--- config.mk ---
export PLATFORM = sky130hd
export DESIGN_NAME = sevenseg_mux
export DESIGN_NICKNAME = d
export VERILOG_FILES = /design/src/rtl/sevenseg_mux.sv
export SDC_FILE = /design/constraint.sdc
export NUM_CORES = 1
export LEC_CHECK = 0
export CORE_ASPECT_RATIO = 1.2
export CORE_UTILIZATION = 45
export CTS_CLUSTER_DIAMETER = 40
export DETAILED_ROUTE_END_ITERATION = 10
export GPL_ROUTABILITY_DRIVEN = 0
export GPL_TIMING_DRIVEN = 0
export PLACE_DENSITY = 0.65
export SLEW_MARGIN = 20
export SYNTH_ARGS = -nofsm -noshare
export SYNTH_HDL_FRONTEND = slang
export SYNTH_SLANG_ARGS = --single-unit
export TNS_END_PERCENT = 1
--- constraint.sdc ---
create_clock -name clock -period 2.34 [get_ports clock]
set_input_delay 0.702 -clock clock [delete_from_list [all_inputs] [get_ports clock]]
set_output_delay 0.702 -clock clock [all_outputs]
set_load 0.01 [all_outputs]
--- src/rtl/sevenseg_mux.sv ---
// Time-multiplexed N-digit seven-segment driver: frame-coherent snapshot, LZ blanking, PWM dimming.
// Define SEVENSEG_HEX_EN to decode nibbles 10-15 as hex glyphs; otherwise they render dark.
module sevenseg_mux #(
  parameter int NUM_DIGITS     = 4,
  parameter int REFRESH_DIV    = 100000,
  parameter int BRIGHT_W       = 4,
  parameter int SEG_ACTIVE_LOW = 0,
  parameter int DIG_ACTIVE_LOW = 0
) (
  input  logic                    clock,
  input  logic                    reset,
  input  logic [4*NUM_DIGITS-1:0] digits_in,
  input  logic [NUM_DIGITS-1:0]   dp_in,
  input  logic [NUM_DIGITS-1:0]   blank_in,
  input  logic                    lz_suppress,
  input  logic [BRIGHT_W-1:0]     brightness,
  input  logic                    update,
  output logic [6:0]              seg_out,
  output logic                    dp_out,
  output logic [NUM_DIGITS-1:0]   digit_en,
  output logic                    frame_start
);

  localparam int SLOT_W  = (NUM_DIGITS > 1) ? $clog2(NUM_DIGITS) : 1;
  localparam int PRESC_W = $clog2(REFRESH_DIV);
  localparam logic [PRESC_W-1:0] PRESC_LAST = PRESC_W'(REFRESH_DIV - 1);
  localparam logic [SLOT_W-1:0]  SLOT_LAST  = SLOT_W'(NUM_DIGITS - 1);
  localparam logic SEG_INV = (SEG_ACTIVE_LOW != 0);
  localparam logic DIG_INV = (DIG_ACTIVE_LOW != 0);

  logic [PRESC_W-1:0]      presc_reg, presc_next;
  logic [SLOT_W-1:0]       slot_reg, slot_next;
  logic [BRIGHT_W-1:0]     pwm_reg;
  logic [4*NUM_DIGITS-1:0] snap_digits_reg;
  logic [NUM_DIGITS-1:0]   snap_dp_reg, snap_blank_reg;
  logic                    pending_reg, pending_next;
  logic [6:0]              seg_reg, seg_next;
  logic                    dp_reg, dp_next;
  logic [NUM_DIGITS-1:0]   digit_reg, digit_next;
  logic                    frame_reg, frame_next;

  logic                    presc_wrap, frame_wrap, load_snap;
  logic [NUM_DIGITS-1:0]   slot_sel, upper_zero, dark;
  logic [3:0]              cur_nib;
  logic                    cur_lit, cur_dp, pwm_on, show;

  function automatic logic [6:0] decode(input logic [3:0] v);
    logic [6:0] s;
    case (v)
      4'h0:    s = 7'h3F;
      4'h1:    s = 7'h06;
      4'h2:    s = 7'h5B;
      4'h3:    s = 7'h4F;
      4'h4:    s = 7'h66;
      4'h5:    s = 7'h6D;
      4'h6:    s = 7'h7D;
      4'h7:    s = 7'h07;
      4'h8:    s = 7'h7F;
      4'h9:    s = 7'h6F;
`ifdef SEVENSEG_HEX_EN
      4'hA:    s = 7'h77;
      4'hB:    s = 7'h7C;
      4'hC:    s = 7'h39;
      4'hD:    s = 7'h5E;
      4'hE:    s = 7'h79;
      4'hF:    s = 7'h71;
`endif
      default: s = 7'h00;
    endcase
    return s;
  endfunction

  assign presc_wrap = (presc_reg == PRESC_LAST);
  assign frame_wrap = presc_wrap && (slot_reg == SLOT_LAST);
  assign load_snap  = frame_wrap && (pending_reg || update);

  // upper_zero[k]: nibbles k..NUM_DIGITS-1 are all zero; digit 0 is never suppressed
  for (genvar gi = 0; gi < NUM_DIGITS; gi++) begin : g_digit
    assign slot_sel[gi] = (slot_reg == SLOT_W'(gi));
    if (gi == NUM_DIGITS - 1) begin : g_top
      assign upper_zero[gi] = (snap_digits_reg[4*gi +: 4] == 4'h0);
    end else begin : g_chain
      assign upper_zero[gi] = (snap_digits_reg[4*gi +: 4] == 4'h0) && upper_zero[gi+1];
    end
    assign dark[gi] = snap_blank_reg[gi] || (lz_suppress && upper_zero[gi] && (gi != 0));
  end

  always_comb begin
    cur_nib = 4'h0;
    for (int k = 0; k < NUM_DIGITS; k++) begin
      if (slot_sel[k]) cur_nib = cur_nib | snap_digits_reg[4*k +: 4];
    end
  end

  assign cur_lit = |(slot_sel & ~dark);
  assign cur_dp  = |(slot_sel & snap_dp_reg);
  assign pwm_on  = (&brightness) || (pwm_reg < brightness);
  assign show    = pwm_on && cur_lit;

  always_comb begin
    presc_next   = presc_wrap ? '0 : presc_reg + 1'b1;
    slot_next    = slot_reg;
    pending_next = pending_reg || update;
    if (presc_wrap) slot_next = (slot_reg == SLOT_LAST) ? '0 : slot_reg + 1'b1;
    if (load_snap) pending_next = 1'b0;
    seg_next   = (show ? decode(cur_nib) : 7'h00) ^ {7{SEG_INV}};
    dp_next    = (show && cur_dp) ^ SEG_INV;
    digit_next = (show ? slot_sel : '0) ^ {NUM_DIGITS{DIG_INV}};
    frame_next = (presc_reg == '0) && (slot_reg == '0);
  end

  always_ff @(posedge clock or negedge reset) begin
    if (!reset) begin
      presc_reg       <= '0;
      slot_reg        <= '0;
      pwm_reg         <= '0;
      snap_digits_reg <= '0;
      snap_dp_reg     <= '0;
      snap_blank_reg  <= '0;
      pending_reg     <= 1'b0;
      seg_reg         <= {7{SEG_INV}};
      dp_reg          <= SEG_INV;
      digit_reg       <= {NUM_DIGITS{DIG_INV}};
      frame_reg       <= 1'b0;
    end else begin
      presc_reg   <= presc_next;
      slot_reg    <= slot_next;
      pwm_reg     <= pwm_reg + 1'b1;
      pending_reg <= pending_next;
      if (load_snap) begin
        snap_digits_reg <= digits_in;
        snap_dp_reg     <= dp_in;
        snap_blank_reg  <= blank_in;
      end
      seg_reg   <= seg_next;
      dp_reg    <= dp_next;
      digit_reg <= digit_next;
      frame_reg <= frame_next;
    end
  end

  assign seg_out     = seg_reg;
  assign dp_out      = dp_reg;
  assign digit_en    = digit_reg;
  assign frame_start = frame_reg;

endmodule

==> results.cfg, run 1 <==
[layout]
layout.cells.non_filler = 394
num-fill-cells = 535
antennaDiodeCount = 0
drive_gt1_frac = 0.163
nets = 354
largest_reg_flops = 17
syn2layout_area_growth_pct = 28.2

[yosys]
synth_compound_area_frac = 0.0710
yosys_warnings = 0
syn_nets = 297
synth_fa_ha_area_frac = 0.0657
avgSynthCellArea_um2 = 11.4
syn_inst = 250
synth_top_area_share = 0.535
ys_types = 36
synth_top_family_by_area = simple AND/OR/NAND/NOR gates
synthMuxAreaShare = 0.102
ys_seq_elements = 61
synth_top_cell_by_area = dfrtp_1
synth_edf_count = 0
synth_most_common_cell = dfrtp_1
yosys.area_share.simple = 0.140
yosysSeqAreaShare = 0.535
syn_area_mm2 = 0.00286
ys.flop_type = dfrtp_1
synth-xor-area-share = 0.0521
synth.area.top_cells = dfrtp_1, mux2_2, ha_1
synthArstFlopShare = 1.00
yosys-top-cells-count = dfrtp_1, nor2_1, mux2_2

[setup_path]
worst_setup_path_end_kind = flip-flop
cp-endpoint = snap_digits_reg[0]
cp_top_family = simple AND/OR/NAND/NOR gates
regToRegEndpoint = snap_digits_reg[0]
path_class = reg -> reg
timing.rr.start = presc_reg[0]
startpoint_type = flip-flop
critical_path.cell_chain = ha_2 > nand4_1 > nor4_4 > nor3b_4 > buf_6 > mux2_2
reg2reg_depth = 6
crit_buf_inv = 1
worstPathMaxFanout = 10
max_stage_delay_ps = 430
path_depth = 6
cp.arrival_ps = 2470
r2r_slack_ps = 90
crit_required_ps = 2560
cp-startpoint = presc_reg[0]
crit_slowest_cell = dfrtp_1

[clock_network]
clock-sinks = 61
cts_tree = built
cts.clk_slew.worst_paths_ps = 70
clk_latency_ps = 340
clockBufferDepth = 2
cts_inserted_buffers = 9
ctsHoldBuffers = 0
cts-root-buf = clkbuf_8
htree_levels = 3

[sta]
rsz0062_at_grt = yes
setup_tns_ps = 0
period_share = 0.962
final_max_slew_viol_count = 0
slew_headroom = 0.588
layout_min_cycle_time_ps = 2250
worstMarginPinSlew_ps = 617
final_hold_viol_count = 0
hold_ws_ps = 237
skew_ps = 7.56
final-setup-viol-count = 0
max_freq_mhz = 444

[floorplanning]
die_area_mm2 = 0.00667
dieWidth_um = 74.7
die_y_um = 89.3
core_area_mm2 = 0.00609
pin_count = 45
initial_utilization = 0.469
rows = 31

[power]
vdd_ir_drop_max_v = 0.000314
leakage_nw = 1.72
power_w = 0.00214
power_density_mw_per_mm2 = 584

[grt]
grtUsageTotal = 0.198
grt_max_degree = 42
grt_pass1_vias = 2062
antenna_found_initial = 0
grt_overflow_total = 0
grt_pass1_wl_um = 9530

[drt]
vias = 2019
drc = 0
ant_nets = 0
wire_per_inst_um = 14.6
wl_um = 5740
routed_via_density = 5.12
drt_iter0_drc = 65
dr.pass1.iters = 4

[job]
drv_cap = 0

[placement]
dp_cells = 377
port-buffer-count = 44
dp_hpwl_um = 4170

[run_status]
status = finished, final reports clean

[worst_hold_path]
hp-class = in -> async
placed cells by master (no fill, tap or decap), types with 2 or more instances in the layout:
master           instances
a22o_1                   2
xnor2_1                  8
nand2_1                 12
o22ai_1                  2
nor4_1                   5
clkbuf_1                 5
and2_1                   2
xor2_1                   9
clkbuf_8                12
o21ai_0                  4
inv_1                   15
nand4_1                  5
buf_4                    2
nand3_1                 10
dfrtp_1                 61
nor3_1                   3
a22oi_1                  7
nor2_1                  28
buf_6                    2
ha_1                    14
a21oi_1                  9
mux2_2                  23
nor2b_1                  2
clkdlybuf4s50_1         43
nand2b_1                 4
a221oi_2                 2
per-stage QoR:
stage                     instance area [µm²]  setup slack [ps]   util
final                                    3660              89.9  0.601
after global routing                     3660             -32.7  0.601
after CTS                                3650              55.7  0.599
after detailed placement                 3420              -278  0.561
after global placement                   3400             -1400  0.558
after floorplan                          2860               245      -
area by class of cell:
type | instances | area [µm²] | share of cell area
Multi-Input combinational cell | 167 | 1250 | 0.343
Sequential cell | 61 | 1530 | 0.417
Clock inverter | 3 | 42.5 | 0.0116
Timing Repair Buffer | 46 | 465 | 0.127
Tap cell | 82 | 103 | 0.0280
Buffer | 7 | 42.5 | 0.0116
Clock buffer | 13 | 169 | 0.0462
Inverter | 15 | 56.3 | 0.0154
routing by layer:
metal	vias up	GRT usage	share of wire
li1	989	-	-
met1	981	0.236	0.44
met2	36	0.333	0.50
met3	13	0.0395	0.033
met4	0	0.108	0.026
met5	-	0	0
worst min-delay path by stage:
stage                           from           to
after global placement    pwm_reg[0]   pwm_reg[0]
after global routing           reset   pwm_reg[0]
final                          reset   pwm_reg[0]
after CTS                      reset   seg_out[5]
after floorplan                reset  digit_en[0]
after detailed placement  pwm_reg[3]   pwm_reg[3]
what timing repair did:
action / in CTS / in global routing
pin swaps: 0 / 1
setup buffers: 1 / 0
setup endpoints to repair: 24 / 34
gates resized for setup: 2 / 5
logic make-up after synthesis:
group / count (synthesis)
simple gates: 78
mux: 26
compound gates: 31
buf+inv: 22
fa+ha+maj: 15
flops: 61
xor+xnor: 17
power breakdown:
part	internal [W]	total (W)	switching (W)
combinational	0.0000578	0.0000960	0.0000382
clock	0.000578	0.000985	0.000407
sequential	0.00106	0.00106	0.000000661
total	0.00169	0.00214	0.000446
(Power assumes the default switching activity.)
==> run 2: changes to the inputs <==
- HOLD_SLACK_MARGIN: not set -> 0.02
==> results of run 2 <==
Final layout, timing and power as in run 1 (identical DEF).
